==> src/rtl/tone_mixer.sv <==
// tone_mixer: N-channel square-wave synthesiser with a sequential saturating mixer and a valid/ready sample port
//   clock        system clock
//   resetn       asynchronous reset, active HIGH (legacy name)
//   gate         per-channel key enable
//   half_period  per-channel half-period code, channel i at [i*HP_W +: HP_W]
//   sample_ready downstream can accept a sample
//   sample_out   signed saturated mixed sample
//   sample_valid sample_out holds an unconsumed sample
//   overrun      sticky flag: a tick was dropped while a sample was pending
//   active       channel currently contributes non-zero output
// Optional feature: define TONE_MIXER_ENVELOPE_EN for per-channel 8-bit attack/release gain.
module tone_mixer #(
  parameter int N_CH       = 6,
  parameter int HP_W       = 19,
  parameter int OUT_W      = 32,
  parameter int AMPLITUDE  = 110000000,
  parameter int SAMPLE_DIV = 1042
) (
  input  logic                     clock,
  input  logic                     resetn,
  input  logic [N_CH-1:0]          gate,
  input  logic [N_CH*HP_W-1:0]     half_period,
  input  logic                     sample_ready,
  output logic signed [OUT_W-1:0]  sample_out,
  output logic                     sample_valid,
  output logic                     overrun,
  output logic [N_CH-1:0]          active
);
  localparam int AW = OUT_W + $clog2(N_CH) + 1;
  localparam int KW = N_CH > 1 ? $clog2(N_CH) : 1;
  localparam int TW = SAMPLE_DIV > 1 ? $clog2(SAMPLE_DIV) : 1;
  localparam logic signed [AW-1:0] AMP  = AW'(AMPLITUDE);
  localparam logic signed [AW-1:0] MAXV = {{(AW-OUT_W+1){1'b0}}, {(OUT_W-1){1'b1}}};
  localparam logic signed [AW-1:0] MINV = ~MAXV;
  typedef enum logic [1:0] {IDLE, ACCUM, PRESENT} state_t;
  state_t state;
  logic [HP_W-1:0] hp [N_CH];
  logic [HP_W-1:0] cnt [N_CH];
  logic [N_CH-1:0] phase, keyed, run, snap_ph, snap_act;
  logic [TW-1:0] tcnt;
  logic tick;
  logic [KW-1:0] k;
  logic signed [AW-1:0] acc, contrib;
  logic [OUT_W-1:0] sat;
  always_comb begin
    for (int i = 0; i < N_CH; i++) begin
      hp[i] = half_period[i*HP_W +: HP_W];
      keyed[i] = gate[i] & (hp[i] != '0);
    end
  end
  assign tick = tcnt == TW'(SAMPLE_DIV - 1);
  always_comb sat = acc > MAXV ? MAXV[OUT_W-1:0] : acc < MINV ? MINV[OUT_W-1:0] : acc[OUT_W-1:0];
`ifdef TONE_MIXER_ENVELOPE_EN
  localparam int MW = OUT_W + 8;
  logic [7:0] gain [N_CH];
  logic [7:0] gain_nx [N_CH];
  logic [7:0] snap_gain [N_CH];
  logic [MW-1:0] mag;
  always_comb begin
    for (int i = 0; i < N_CH; i++) begin
      gain_nx[i] = keyed[i] ? (gain[i] == 8'hff ? gain[i] : gain[i] + 8'd1)
                            : (gain[i] == 8'h00 ? gain[i] : gain[i] - 8'd1);
      // the oscillator keeps ringing through the release while gain decays
      run[i] = (hp[i] != '0) & (gate[i] | (gain[i] != 8'h00));
    end
    mag = (MW'(AMPLITUDE) * MW'(snap_gain[k])) >> 8;
    contrib = !snap_act[k] ? '0 : snap_ph[k] ? AW'(mag) : -AW'(mag);
  end
  always_ff @(posedge clock or posedge resetn) begin
    if (resetn) begin
      for (int i = 0; i < N_CH; i++) begin
        gain[i] <= '0;
        snap_gain[i] <= '0;
      end
      active <= '0;
    end else begin
      for (int i = 0; i < N_CH; i++) begin
        if (tick) gain[i] <= gain_nx[i];
        if (tick && state == IDLE) snap_gain[i] <= gain[i];
        active[i] <= (tick ? gain_nx[i] : gain[i]) != 8'h00;
      end
    end
  end
`else
  always_comb begin
    run = keyed;
    contrib = !snap_act[k] ? '0 : snap_ph[k] ? AMP : -AMP;
  end
  always_ff @(posedge clock or posedge resetn) begin
    if (resetn) active <= '0;
    else active <= keyed;
  end
`endif
  always_ff @(posedge clock or posedge resetn) begin
    if (resetn) begin
      for (int i = 0; i < N_CH; i++) cnt[i] <= '0;
      phase <= '0;
      tcnt <= '0;
    end else begin
      tcnt <= tick ? '0 : tcnt + 1'b1;
      for (int i = 0; i < N_CH; i++) begin
        // >= rather than == so a shortened half-period applies on the next cycle
        cnt[i] <= (!run[i] || cnt[i] >= hp[i]) ? '0 : cnt[i] + 1'b1;
        phase[i] <= (run[i] && cnt[i] >= hp[i]) ? ~phase[i] : run[i] & phase[i];
      end
    end
  end
  always_ff @(posedge clock or posedge resetn) begin
    if (resetn) begin
      state <= IDLE;
      snap_ph <= '0;
      snap_act <= '0;
      acc <= '0;
      k <= '0;
      sample_out <= '0;
      sample_valid <= 1'b0;
      overrun <= 1'b0;
    end else begin
      case (state)
        IDLE: if (tick) begin
          snap_ph <= phase;
          snap_act <= active;
          acc <= '0;
          k <= '0;
          state <= ACCUM;
        end
        ACCUM: begin
          acc <= acc + contrib;
          k <= k == KW'(N_CH - 1) ? '0 : k + 1'b1;
          if (k == KW'(N_CH - 1)) state <= PRESENT;
        end
        PRESENT: begin
          if (tick) overrun <= 1'b1;
          if (!sample_valid) begin
            sample_out <= sat;
            sample_valid <= 1'b1;
          end else if (sample_ready) begin
            sample_valid <= 1'b0;
            state <= IDLE;
          end
        end
        default: state <= IDLE;
      endcase
    end
  end
endmodule
==> config.mk <==
export PLATFORM = sky130hd
export DESIGN_NAME = tone_mixer
export DESIGN_NICKNAME = d
export VERILOG_FILES = /design/src/rtl/tone_mixer.sv
export SDC_FILE = /design/constraint.sdc
export NUM_CORES = 1
export LEC_CHECK = 0
export CAP_MARGIN = 20
export CORE_MARGIN = 4
export CORE_UTILIZATION = 55
export DETAILED_ROUTE_END_ITERATION = 10
export DONT_BUFFER_PORTS = 1
export PLACE_DENSITY = 0.76
export SLEW_MARGIN = 25
export SYNTH_ARGS = -nofsm -noshare
export SYNTH_HDL_FRONTEND = slang
export SYNTH_SLANG_ARGS = --single-unit
export TNS_END_PERCENT = 20
==> constraint.sdc <==
create_clock -name clock -period 9.9 [get_ports clock]
set_clock_uncertainty 0.1 [all_clocks]
set_input_delay 1.485 -clock clock [delete_from_list [all_inputs] [get_ports clock]]
set_output_delay 1.485 -clock clock [all_outputs]
set_load 0.1 [all_outputs]
==> reports/qor.csv <==
stage,metric,value,unit
sta,unrepaired setup endpoints after global routing,false,
sta,setup TNS,0,ns
die,Die Height,165,um
die,# rows,57,
yosys,"FFs w/ async S/R, synth",100,%
layout,most frequent cells in the layout,"dfrtp_1, nor2_1, nand2_1, ha_1, inv_1",
routing,overall routed net length,28300,um
routing,Via density,5.59,
grt,gr ovfl total,0,
grt,most crowded layer after global routing,met2,
clock_network,"Clk pin slew, worst setup/hold paths",0.06,ns
worst_setup_path,CP cell instances,mux4_2 > inv_1 > o22ai_1 > nand2b_1 > inv_1 > ha_1 > a21o_1 > a31o_2 > o21ai_2 > o221ai_1 > and4_1 > or3_1 > xnor2_1 > o21ai_1,
worst_setup_path,"slowest stage delay, CP",0.53,ns
yosys,Yosys reg bits,211,
grt,met2 Usage GRT,34.7,%
grt,met1 Use GR,28.8,%
routing,post-DR wirelength/cell,15.3,um
placed_design,HPWL after detailed placement,21600,um
worst_setup_path,top fanout value on the critical path,15,
job,# Max-Cap Violations,0,
routing,DR iter-0 viols,638,
sta,Slew HR,33.6,%
worst_setup_path,crit end category,register,
worst_setup_path,"most used cell, CP",inv_1,
die,die area,27400,sq um
layout,nets@finish,1791,
grt,vias in the first global route,10212,
layout,Non-Filler Instances,1855,
clock_network,Hold Buf Count CTS,0,
yosys,number of enable flip-flop cells after synthesis,0,
clock_network,post-CTS setup buffer count,0,
clock_network,H-tree Lvls,1,
worst_setup_path,Crit Path Class,reg -> reg,
worst_setup_path,Setup crit start,k[0],
yosys,Mapped Area,13600,sq um
die,I/O Pins,163,
sta,Setup Viol. Count Final,0,
die,Core Area,24300,sq um
layout,ANT cells,0,
sta,f_max,243,MHz
worst_setup_path,Startpoint Class,register,
worst_setup_path,Critical Path AT,4.38,ns
yosys,synthesized area per cell,8.97,sq um
clock_network,clock sinks,211,
yosys,Yosys warning count,0,
yosys,Mapped Cells,1519,
routing,vias,10367,
routing,Initial DRT Pass Iterations,5,
min_path,worst hold path class,reg -> reg,
worst_setup_path,crit path max-delay cell type,mux4_2,
placed_design,Placer Congestion,0.910,
worst_setup_path,reg2reg start,k[0],
power,P_leak,7.56,nW
sta,worst slew pin tran,0.996,ns
yosys,Synth area leader,dfrtp_1,
clock_network,later-pin clock latency in the skew report,0.51,ns
min_path,min-delay src,tcnt[8],
power,worst vdd ir,0.000163,V
yosys,Yosys top cell area share,38.8,%
power,PwrDens,126,nW/um^2
layout,layout cells sized above 1,5.09,%
status,status,completed,
routing,drt drc,0,
die,starting density of the core,56.0,%
yosys,"Distinct cells, synth",65,
clock_network,Max Buffers Root-to-Sink,3,
clock_network,CTS tree,yes,
yosys,"Seq/Total Area, Yosys",38.8,%
yosys,"top cells by area, synth","dfrtp_1, ha_1, nor2_1",
clock_network,clock root buffer,clkbuf_16,
clock_network,clock buffer count from CTS,24,
placed_design,IO buf count,0,
layout,Synth-to-Final Area Change,7.86,%
layout,"commonest non-fill, non-tap cell in the layout",dfrtp_1,
clock_network,post-cts gate resize count,0,
grt,GR Util All Layers,20.8,%
sta,max-slew violation count,0,
grt,first-pass GRT wire length,48000,um
power,Tot Pwr,1.86,mW
sta,fin crit period,4.12,ns
worst_setup_path,Critical Path RT,10.17,ns
routing,final antenna-violating net count,0,
yosys,Syn Nets,1793,
sta,Fin. Hold Viols,0,
yosys,"Primary FF master, synth",dfrtp_1,
die,Die Wd,165,um
grt,largest net degree at the start of global routing,88,
grt,met3 Use GR,3.40,%
sta,Final period util,41.6,%
grt,initial antenna violation count,0,
placed_design,placed cells,1815,
## final timing paths
check                      slack, ns            end  cells past startpoint
max                             5.78        acc[26]                     14
min                             0.40        tcnt[8]                      1
max reg2reg                     5.78        acc[26]                     14
min reg2reg                     0.40        tcnt[8]                      1
max in group asynchronous       7.60  sample_out[6]                      2
min in group asynchronous       0.82        cnt[38]                      1
## layout make-up
class	instances	area (sq um)
clock inverter	5	52.6
tap	324	405
sequential	211	5280
inverter	144	549
clock buffer	35	703
multi-input combinational	1127	7610
timing repair buffer	9	87.6
fill	2059	9630
## synthesized netlist by cell type (all sizes together) (4+ instances only)
master / count
a211oi: 7
a21boi: 4
a21o: 55
a21oi: 55
a31oi: 6
and2: 5
and3: 25
and4: 10
buf: 15
clkbuf: 21
dfrtp: 211
ha: 150
inv: 143
mux2: 14
nand2: 157
nand2b: 16
nand3: 66
nand4: 40
nor2: 183
nor2b: 12
nor3: 8
nor3b: 4
nor4: 26
o2111ai: 4
o211ai: 4
o21ai: 82
o21bai: 6
o41a: 4
or3: 7
xnor2: 61
xor2: 77
## cell families after synthesis
| kind of cell | Yosys count | share of synthesized area, % |
|---|---|---|
| AO/OA/AOI/OAI | 251 | 11.8 |
| XOR/XNOR | 138 | 8.87 |
| adder cells (fa/ha/maj) | 151 | 13.9 |
| buffers and inverters | 181 | 5.44 |
| flip-flops | 211 | 38.8 |
| multiplexers | 19 | 1.71 |
| AND/OR/NAND/NOR | 568 | 19.5 |
## metrics by stage
stage               util [%]  instance area (sq um)  hold WS (ns)  setup WS, ns
floorplan                  -                  13600         0.350          2.55
global placement        57.3                  13900         0.375          5.87
detailed placement      57.3                  13900         0.388          5.78
CTS                     60.4                  14700         0.399          5.78
global route            60.4                  14700         0.422          5.48
finish                  60.4                  14700         0.398          5.78
## worst max-delay path: cells and delay by family, from the launching register on
family / cells / cell delay, ns
AOI/OAI and AO/OA: 6 / 0.98
xor gates and xnor gates: 1 / 0.15
adders and majority gates: 1 / 0.40
buffers and inverters: 2 / 0.53
DFF: 1 / 0.52
muxes: 1 / 0.53
and+or+nand+nor: 3 / 0.78
## sequential cells by signal, indices dropped and copies added, names as in the netlist
signal and count:
acc 29, state 2, tcnt 11, snap_ph 6, sample_out 26, cnt 114, active 6, sample_valid 1
overrun 1, phase 6, k 3, snap_act 6
## where the power goes
group / total (mW) / switching, mW / internal, mW
clock network: 0.850 / 0.336 / 0.514
registers: 0.910 / 0.0382 / 0.872
logic: 0.0968 / 0.0596 / 0.0371
## routing by layer
| metal | part of all wire, % | vias up |
|---|---|---|
| met1 | 46 | 4897 |
| met5 | 0 | - |
| li1 | - | 5197 |
| met3 | 5.2 | 36 |
| met4 | 1.6 | 0 |
| met2 | 47 | 237 |
Note: power is estimated with default switching activity, not from simulation.
